**src/rtl/define.svh**
```systemverilog
// Project-wide data width for the banked memory datapath.
`ifndef DEFINE_SVH
`define DEFINE_SVH
`define D_width 16
`endif

```
**src/rtl/out_seq_pkg.sv**
```systemverilog
// Shared state encoding and bank geometry for the bank output sequencer.
package out_seq_pkg;

    localparam int unsigned NUM_BANKS = 16;
    localparam int unsigned BANK_BITS = $clog2(NUM_BANKS);

    typedef enum logic [1:0] {
        IDLE  = 2'd0,
        ISSUE = 2'd1,
        DRAIN = 2'd2
    } seq_state_t;

endpackage

```
**src/rtl/bank_out_sequencer_fifo.sv**
```systemverilog
// Synchronous FIFO with registered storage; head is the word at the read pointer.
module sync_fifo #(
    parameter int unsigned WIDTH = 16,
    parameter int unsigned DEPTH = 4,
    localparam int unsigned PW = $clog2(DEPTH),
    localparam int unsigned CW = PW + 1
) (
    input  logic             clk,
    input  logic             rst,
    input  logic             push,
    input  logic [WIDTH-1:0] push_data,
    input  logic             pop,
    output logic [CW-1:0]    count,
    output logic [WIDTH-1:0] head
);

    logic [WIDTH-1:0] mem_q [DEPTH];
    logic [WIDTH-1:0] mem_d [DEPTH];
    logic [PW-1:0]    wr_ptr_q, wr_ptr_d;
    logic [PW-1:0]    rd_ptr_q, rd_ptr_d;
    logic [CW-1:0]    count_q, count_d;
    logic             do_push, do_pop;

    always_comb begin
        do_pop   = pop && (count_q != '0);
        do_push  = push && ((count_q != CW'(DEPTH)) || do_pop);
        mem_d    = mem_q;
        wr_ptr_d = wr_ptr_q;
        rd_ptr_d = rd_ptr_q;
        if (do_push) begin
            mem_d[wr_ptr_q] = push_data;
            wr_ptr_d        = wr_ptr_q + 1'b1;
        end
        if (do_pop) begin
            rd_ptr_d = rd_ptr_q + 1'b1;
        end
        count_d = count_q + CW'(do_push) - CW'(do_pop);
    end

    always_ff @(posedge clk) begin
        if (rst) begin
            for (int unsigned i = 0; i < DEPTH; i++) begin
                mem_q[i] <= '0;
            end
            wr_ptr_q <= '0;
            rd_ptr_q <= '0;
            count_q  <= '0;
        end else begin
            mem_q    <= mem_d;
            wr_ptr_q <= wr_ptr_d;
            rd_ptr_q <= rd_ptr_d;
            count_q  <= count_d;
        end
    end

    assign count = count_q;
    assign head  = mem_q[rd_ptr_q];

endmodule

```
**src/rtl/bank_out_sequencer.sv**
```systemverilog
// Sweeps a contiguous word range across 16 interleaved SRAM banks and streams
// the words out through a credit-limited FIFO with valid/ready handshake.
`include "define.svh"

module bank_out_sequencer #(
    parameter int unsigned AW = 6,
    parameter int unsigned FD = 4
) (
    input  logic                clk,
    input  logic                rst,
    input  logic                start,
    input  logic [AW+3:0]       base_word,
    input  logic [AW+4:0]       num_words,
    output logic                mem_re,
    output logic [AW-1:0]       mem_addr,
    output logic [4:0]          sel_out,
    input  logic [`D_width-1:0] Q_out,
    output logic [`D_width-1:0] out_data,
    output logic                out_valid,
    input  logic                out_ready,
    output logic                busy,
    output logic                done
);
    import out_seq_pkg::*;

    localparam int unsigned CW = $clog2(FD) + 1;
    localparam int unsigned SW = CW + 1;
    localparam logic [AW+4:0] LAST_WORD = 1;

    seq_state_t           state_q, state_d;
    logic [AW+3:0]        word_q, word_d;
    logic [AW+4:0]        remaining_q, remaining_d;
    logic                 inflight_q, inflight_d;
    logic [BANK_BITS-1:0] sel_q, sel_d;
    logic                 busy_q, busy_d;
    logic                 done_q, done_d;

    logic [CW-1:0]        fifo_count;
    logic                 pop;
    logic                 credit_ok;
    logic                 issue;

    assign out_valid = (fifo_count != '0);
    assign pop       = out_valid && out_ready;
    // Credits count words already queued plus the one returning from SRAM;
    // a same-cycle pop is deliberately not credited back.
    assign credit_ok = ({1'b0, fifo_count} + SW'(inflight_q)) < SW'(FD);
    assign issue     = (state_q == ISSUE) && credit_ok;

    always_comb begin
        state_d     = state_q;
        word_d      = word_q;
        remaining_d = remaining_q;
        inflight_d  = 1'b0;
        sel_d       = sel_q;
        done_d      = 1'b0;
        case (state_q)
            IDLE: begin
                if (start) begin
                    if (num_words != '0) begin
                        state_d     = ISSUE;
                        word_d      = base_word;
                        remaining_d = num_words;
                    end else begin
                        done_d = 1'b1;
                    end
                end
            end
            ISSUE: begin
                if (issue) begin
                    inflight_d  = 1'b1;
                    sel_d       = word_q[BANK_BITS-1:0];
                    word_d      = word_q + 1'b1;
                    remaining_d = remaining_q - 1'b1;
                    if (remaining_q == LAST_WORD) begin
                        state_d = DRAIN;
                    end
                end
            end
            DRAIN: begin
                if (!inflight_q &&
                    ((fifo_count == '0) || ((fifo_count == CW'(1)) && pop))) begin
                    state_d = IDLE;
                    done_d  = 1'b1;
                end
            end
            default: state_d = IDLE;
        endcase
        busy_d = (state_d != IDLE);
    end

    always_ff @(posedge clk) begin
        if (rst) begin
            state_q     <= IDLE;
            word_q      <= '0;
            remaining_q <= '0;
            inflight_q  <= 1'b0;
            sel_q       <= '0;
            busy_q      <= 1'b0;
            done_q      <= 1'b0;
        end else begin
            state_q     <= state_d;
            word_q      <= word_d;
            remaining_q <= remaining_d;
            inflight_q  <= inflight_d;
            sel_q       <= sel_d;
            busy_q      <= busy_d;
            done_q      <= done_d;
        end
    end

    assign mem_re   = issue;
    assign mem_addr = word_q[AW+3:BANK_BITS];
    assign sel_out  = {1'b0, sel_q};
    assign busy     = busy_q;
    assign done     = done_q;

    sync_fifo #(
        .WIDTH (`D_width),
        .DEPTH (FD)
    ) u_fifo (
        .clk       (clk),
        .rst       (rst),
        .push      (inflight_q),
        .push_data (Q_out),
        .pop       (pop),
        .count     (fifo_count),
        .head      (out_data)
    );

endmodule
```
**config.mk**
```make
export PLATFORM = sky130hd
export DESIGN_NAME = bank_out_sequencer
export DESIGN_NICKNAME = d
export VERILOG_FILES = /design/src/rtl/out_seq_pkg.sv /design/src/rtl/bank_out_sequencer_fifo.sv /design/src/rtl/bank_out_sequencer.sv
export VERILOG_INCLUDE_DIRS = /design/src /design/src/rtl
export SDC_FILE = /design/constraint.sdc
export NUM_CORES = 1
export LEC_CHECK = 0
export CAP_MARGIN = 5
export CORE_ASPECT_RATIO = 1.4
export CORE_MARGIN = 2
export CORE_UTILIZATION = 45
export DETAILED_ROUTE_END_ITERATION = 16
export PLACE_DENSITY_LB_ADDON = 0.12
export SLEW_MARGIN = 5
export SYNTH_ARGS = -nofsm -noshare
export SYNTH_HDL_FRONTEND = slang
export SYNTH_SLANG_ARGS = --single-unit
```
**constraint.sdc**
```tcl
create_clock -name clk -period 2.5 [get_ports clk]
set_input_delay 0.25 -clock clk [delete_from_list [all_inputs] [get_ports clk]]
set_output_delay 0.25 -clock clk [all_outputs]
set_load 0.005 [all_outputs]
```
==> results_dict.tcl, run 1 <==
set metrics [dict create \
    hpwl_um 7610 \
    setup_ws_ps 164 \
    grt_use_met3 0.0295 \
    final_common_cell "nand2_1" \
    crit_arrival_ps 2090 \
    async_flop_share 0 \
    powerDensity_nw_per_um2 741 \
    critPathLaunchType "register" \
    postRouteAntennaNets 0 \
    postCtsResizedCells 0 \
    cts_buffers 9 \
    design_area_um2 5860 \
    synth_cells 575 \
    coreArea_um2 10300 \
    io_pins 72 \
    critPathMaxStageDelay_ps 450 \
    use_met1 0.226 \
    grt_max_degree 78 \
    cp_slowest_cell "clkdlybuf4s50_1" \
    wirelength_um 11400 \
    hold_class "in2reg" \
    chipWidth_um 90.5 \
    yosysTopAreaCell "dfxtp_1" \
    die_h_um 125 \
    post_cts_buffers 0 \
    ff_latch_area_um2 2020 \
    first_pass_iters 4 \
    crit_start "u_fifo.count[1]" \
    timing.critical_path.cells "ha_1 > and3b_1 > a32oi_2 > nor2_2 > clkdlybuf4s50_1" \
    synthFlopType "dfxtp_1" \
    avgSynthCellArea_um2 8.21 \
    top_usage_layer "met2" \
    fin_crit_ps 2340 \
    vias 4167 \
    netlist_area_um2 4720 \
    synth_edf_count 0 \
    n_antenna_cell 0 \
    drive_gt1_frac 0.0899 \
    fin_worst_skew_ps 5.31 \
    place_congestion 0.821 \
    synth_top_area_share 0.429 \
    multi_input_area_um2 2420 \
    wl_per_cell_um 14.8 \
    cts_root_buf "clkbuf_16" \
    area_growth_pct 24.1 \
    viasPerCell 5.40 \
    vdd_drop_max_mv 0.387 \
    htree_levels 3 \
    track_usage 0.203 \
    drc 0 \
    hold_buffers 0 \
    die_area_um2 11300 \
    yosys_warnings 0 \
    cts.sinks 101 \
    end_kind "primary output" \
    nets 681 \
    maxCapViolations 0 \
    fmax_mhz 428 \
    final_cell_mix "174 x nand2_1, 101 x dfxtp_1, 94 x a21oi_1, 69 x clkdlybuf4s50_1, 21 x nor2_1" \
    rows 44 \
    crit_cells 5 \
    cp-endpoint "mem_re" \
    p_leak_uw 0.00204 \
    hold_viol 0 \
    place.port_buffers 70 \
    path_buf_inv 1 \
    rsz0062_at_grt "false" \
    ys_ff_latch 101 \
    post-route-period-util 0.934 \
    worstSkewPairLatency_ps 340 \
    dp_cells 756 \
    antenna_found_initial 0 \
    worst_pin_slew_ps 570 \
    globalRouteMet2Util 0.381 \
    cts_tree "built" \
    final_cells 772 \
    tns_ps 0 \
    netlist_top_cells_area "dfxtp_1 43%, nand2_1 14%, a21oi_1 10%, mux4_2 7.6%, ha_1 2.7%" \
    clk_path_buf_depth 2 \
    relSlewSlack 0.619 \
    crit_fanout 7 \
    fill_cells 963 \
    worstPathRequired_ps 2250 \
    crit_type "reg2out" \
    postPlaceCellArea_um2 5530 \
    syn-num-nets 627 \
    rr_startpoint "u_fifo.count[1]" \
    crit_family "buffers and inverters" \
    reg2regPathDepth 7 \
    grt_pass1_vias 4042 \
    grt_first_pass_wirelength_um 18800 \
    finalSetupViolations 0 \
    r2r_end "u_fifo.count[1]" \
    status "complete, no violations" \
    initial_core_util 0.458 \
    dp_slack_ps 350 \
    ys_seq_area_frac 0.429 \
    grt_overflow 0 \
    path_clk_slew_ps 70 \
    finalMaxSlewViolations 0 \
    regToRegSetupSlack_ps 370 \
    drt_first_iter_violations 228 \
    ys_types 48 \
]
-- layout make-up --
class,count,share of cell area
Sequential cell,101,0.345
Multi-Input combinational cell,418,0.414
Timing Repair Buffer,89,0.150
Inverter,10,0.00641
Tap cell,138,0.0295
Clock buffer,11,0.0414
Clock inverter,5,0.0141
-- power breakdown --
group	internal (uW)	switching [uW]
clock network	909	606
registers	1710	104
logic	501	508
total	3120	1220
-- per-layer routing --
| metal | vias to the layer above | share of wire |
|---|---|---|
| met5 | - | 0 |
| met4 | 0 | 0.017 |
| met3 | 17 | 0.042 |
| met2 | 113 | 0.54 |
| met1 | 1971 | 0.40 |
| li1 | 2066 | - |
-- cell families after synthesis --
| group | Yosys count | share of synthesized area |
|---|---|---|
| DFF | 101 | 0.429 |
| and+or+nand+nor | 241 | 0.219 |
| AOI/OAI and AO/OA | 140 | 0.169 |
| other | 1 | 0.000795 |
| muxes | 21 | 0.0870 |
| xor gates and xnor gates | 4 | 0.00743 |
| adders and majority gates | 11 | 0.0308 |
| buffers and inverters | 56 | 0.0578 |
-- worst min path at each step --
stage / startpoint / to / slack (ps) / cells after the start
detailed placement: u_fifo.mem_q[38] / u_fifo.mem_q[38] / 450 / 2
floorplan: Q_out[0] / u_fifo.mem_q[0] / 390 / 2
global placement: u_fifo.mem_q[38] / u_fifo.mem_q[38] / 440 / 2
global route: rst / sel_q[3] / 390 / 2
finish: rst / sel_q[0] / 360 / 2
CTS: rst / sel_q[0] / 360 / 2
-- metrics by stage --
step	hold slack, ps	power (uW)	utilization
2_1_floorplan	386	2500	-
3_3_place_gp	439	2860	0.537
3_5_place_dp	447	2870	0.537
4_1_cts	364	4380	0.569
5_1_grt	387	4550	0.569
6_report	363	4340	0.569
-- state kept, by name, indices dropped and copies added, names as in the netlist --
signal / count
busy: 1
done: 1
inflight_q: 1
remaining_q: 11
sel_q: 4
state_q: 2
u_fifo.count: 3
u_fifo.mem_q: 64
u_fifo.rd_ptr_q: 2
u_fifo.wr_ptr_q: 2
word_q: 10
-- synthesized netlist by cell type (3+ instances only) --
master / n
a211oi_1: 4
a21oi_1: 94
and2_1: 6
buf_2: 17
buf_4: 11
clkbuf_1: 18
dfxtp_1: 101
ha_1: 10
inv_1: 9
mux2i_1: 5
mux4_2: 16
nand2_1: 174
nand2b_1: 4
nand3_1: 5
nand3b_1: 3
nor2_1: 21
nor2b_1: 3
nor3_1: 9
nor4_1: 3
o21a_1: 3
o21ai_0: 18
o31ai_1: 5
-- worst register-to-register path, stage by stage (launching register included) --
cell,delay [ps]
dfxtp_1,360
or3_1,400
and2_1,200
ha_1,280
inv_1,40
ha_1,180
fa_1,420
nor2b_1,140
No activity file was read; power rests on OpenSTA's default activity.
==> run 2, diff against run 1 <==
GPL_ROUTABILITY_DRIVEN = 1   (was default)
PLACE_DENSITY = 0.68   (was default)
PLACE_DENSITY_LB_ADDON = default   (was 0.12)
TNS_END_PERCENT = 10   (was default)
==> run 2 against run 1 <==
Net effect: sequential power barely moved; non-clock buffer count down 2; fmax about the same; clock power fell by 16%; count of clock-buffer cells in the layout up 1; power is 5.0% lower; largest cell class unchanged; clock skew grew 1.6 ps; largest power group unchanged; sequential share of layout area grew 0.34 points; first-iteration DRC count down 14%; via count up 0.79%.
==> results_dict.tcl, run 2 (synthesized netlist as in run 1, its figures left out) <==
set metrics [dict create \
    intPower_uw 2910 \
    critPathLaunchType "register" \
    cts_buffers 9 \
    wirelength_um 11800 \
    hold_buffers 0 \
    coreArea_um2 10300 \
    timing.critical_path.cells "ha_1 > and3b_1 > a32oi_4 > nor2_4 > clkdlybuf4s50_1" \
    grt_first_pass_wirelength_um 19500 \
    rsz0062_at_grt "false" \
    fin_crit_ps 2340 \
    initial_core_util 0.458 \
    hold_viol 0 \
    fin_worst_skew_ps 6.94 \
    nets 679 \
    hold_end "sel_q[1]" \
    fmax_mhz 428 \
    wl_per_cell_um 15.4 \
    grt_pass1_vias 4111 \
    place_congestion 0.824 \
    postPlaceCellArea_um2 5520 \
    die_h_um 125 \
    grt_overflow 0 \
    vias 4200 \
    path_buf_inv 1 \
    end_kind "primary output" \
    min-delay-start "rst" \
    antenna_found_initial 0 \
    area_growth_pct 23.0 \
    cp_slowest_cell "clkdlybuf4s50_1" \
    cts_root_buf "clkbuf_16" \
    cts.sinks 101 \
    powerDensity_nw_per_um2 710 \
    reg2regPathDepth 8 \
    status "complete, no violations" \
    netSwitchingFraction 0.295 \
    first_pass_iters 4 \
    crit_family "buffers and inverters" \
    final_cell_mix "174 x nand2_1, 100 x dfxtp_1, 94 x a21oi_1, 69 x clkdlybuf4s50_1, 21 x nor2_1" \
    post-route-period-util 0.934 \
    crit_arrival_ps 2090 \
    place.port_buffers 70 \
    final_common_cell "nand2_1" \
    pwr-share-comb 0.246 \
    viasPerCell 5.46 \
    path_clk_slew_ps 70 \
    grt_max_degree 37 \
    tns_ps 0 \
    worst_pin_slew_ps 704 \
    critPathMaxStageDelay_ps 550 \
    htree_levels 3 \
    chipWidth_um 90.5 \
    drt_first_iter_violations 196 \
    hpwl_um 8040 \
    crit_type "reg2out" \
    postRouteAntennaNets 0 \
    track_usage 0.209 \
    rr_startpoint "u_fifo.count[1]" \
    seqPwrFrac 0.442 \
    regToRegSetupSlack_ps 330 \
    worstSkewPairLatency_ps 340 \
    fill_cells 958 \
    maxCapViolations 0 \
    p_total_uw 4120 \
    drive_gt1_frac 0.0856 \
    reg.largest.list "u_fifo.mem_q: 64 flops, remaining_q: 11 flops, word_q: 10 flops" \
    r2r_end "u_fifo.count[2]" \
    relSlewSlack 0.531 \
    worstPathRequired_ps 2250 \
    cts_tree "built" \
    holdPathStages 2 \
    vdd_drop_max_mv 0.370 \
    io_pins 72 \
    clk_path_buf_depth 2 \
    switchingPower_uw 1220 \
    design_area_um2 5800 \
    n_antenna_cell 0 \
    pwr-share-clk 0.311 \
    die_area_um2 11300 \
    hold_class "in2reg" \
    crit_fanout 7 \
    finalMaxSlewViolations 0 \
    largest_reg_flops 64 \
    largest_register "u_fifo.mem_q" \
    drc 0 \
    rows 44 \
    finalSetupViolations 0 \
    p_leak_uw 0.00199 \
]
==> run 2: final cells by class <==
| class | instances | area (um^2) | share of cell area |
|---|---|---|---|
| clock buffer | 12 | 246 | 0.0425 |
| clock inverter | 3 | 22.5 | 0.00388 |
| inverter | 10 | 37.5 | 0.00647 |
| multi-input combinational | 418 | 2440 | 0.420 |
| sequential | 101 | 2020 | 0.349 |
| tap | 138 | 173 | 0.0298 |
| timing repair buffer | 87 | 861 | 0.148 |
==> run 2: repair_timing <==
action	4_1_cts	5_1_grt
buffers inserted	0	0
endpoints found under the setup margin	1	1
gates resized for setup	1	2
endpoints found under the hold margin	0	0
==> run 2: how the worst max path moves through the flow <==
| stage | start | end | slack (ps) | cells after the start |
|---|---|---|---|---|
| final | u_fifo.count[1] | mem_re | 160 | 5 |
| after detailed placement | out_ready | u_fifo.count[2] | 290 | 6 |
| after CTS | u_fifo.count[1] | mem_re | 50 | 5 |
| after floorplan | u_fifo.count[1] | u_fifo.count[2] | 430 | 8 |
| after global routing | u_fifo.count[1] | mem_re | 60 | 5 |
| after global placement | num_words[3] | remaining_q[0] | 320 | 6 |
==> run 2: routing by layer <==
metal / vias up / global-route usage / part of all wire
li1: 2060 / - / -
met5: - / 0 / 0
met1: 1985 / 0.240 / 0.40
met2: 142 / 0.388 / 0.53
met3: 13 / 0.0410 / 0.055
met4: 0 / 0.0670 / 0.014
==> run 2: worst register-to-register path, cell delays in order, from the launching register on <==
cell,delay [ps]
dfxtp_2,360
or3_1,390
and2_1,200
ha_1,290
inv_1,50
ha_1,180
fa_1,370
xor2_1,150
nor2_1,50
==> run 2: power groups by stage <==
stage          combinational (uW)  clock [uW]  sequential [uW]
6_report                     1010        1280             1820
5_1_grt                      1130        1380             1840
4_1_cts                      1020        1310             1820
3_5_place_dp                 1010           0             1850
3_3_place_gp                  989           0             1850
2_1_floorplan                 680           0             1820
==> run 2: stage by stage <==
stage | std cells | setup slack [ps] | hold slack, ps | util
global placement | 754 | 322 | 438 | 0.536
CTS | 769 | 50.8 | 438 | 0.562
finish | 769 | 165 | 442 | 0.564
detailed placement | 754 | 291 | 445 | 0.536
floorplan | 575 | 431 | 386 | -
global route | 769 | 57.2 | 469 | 0.564
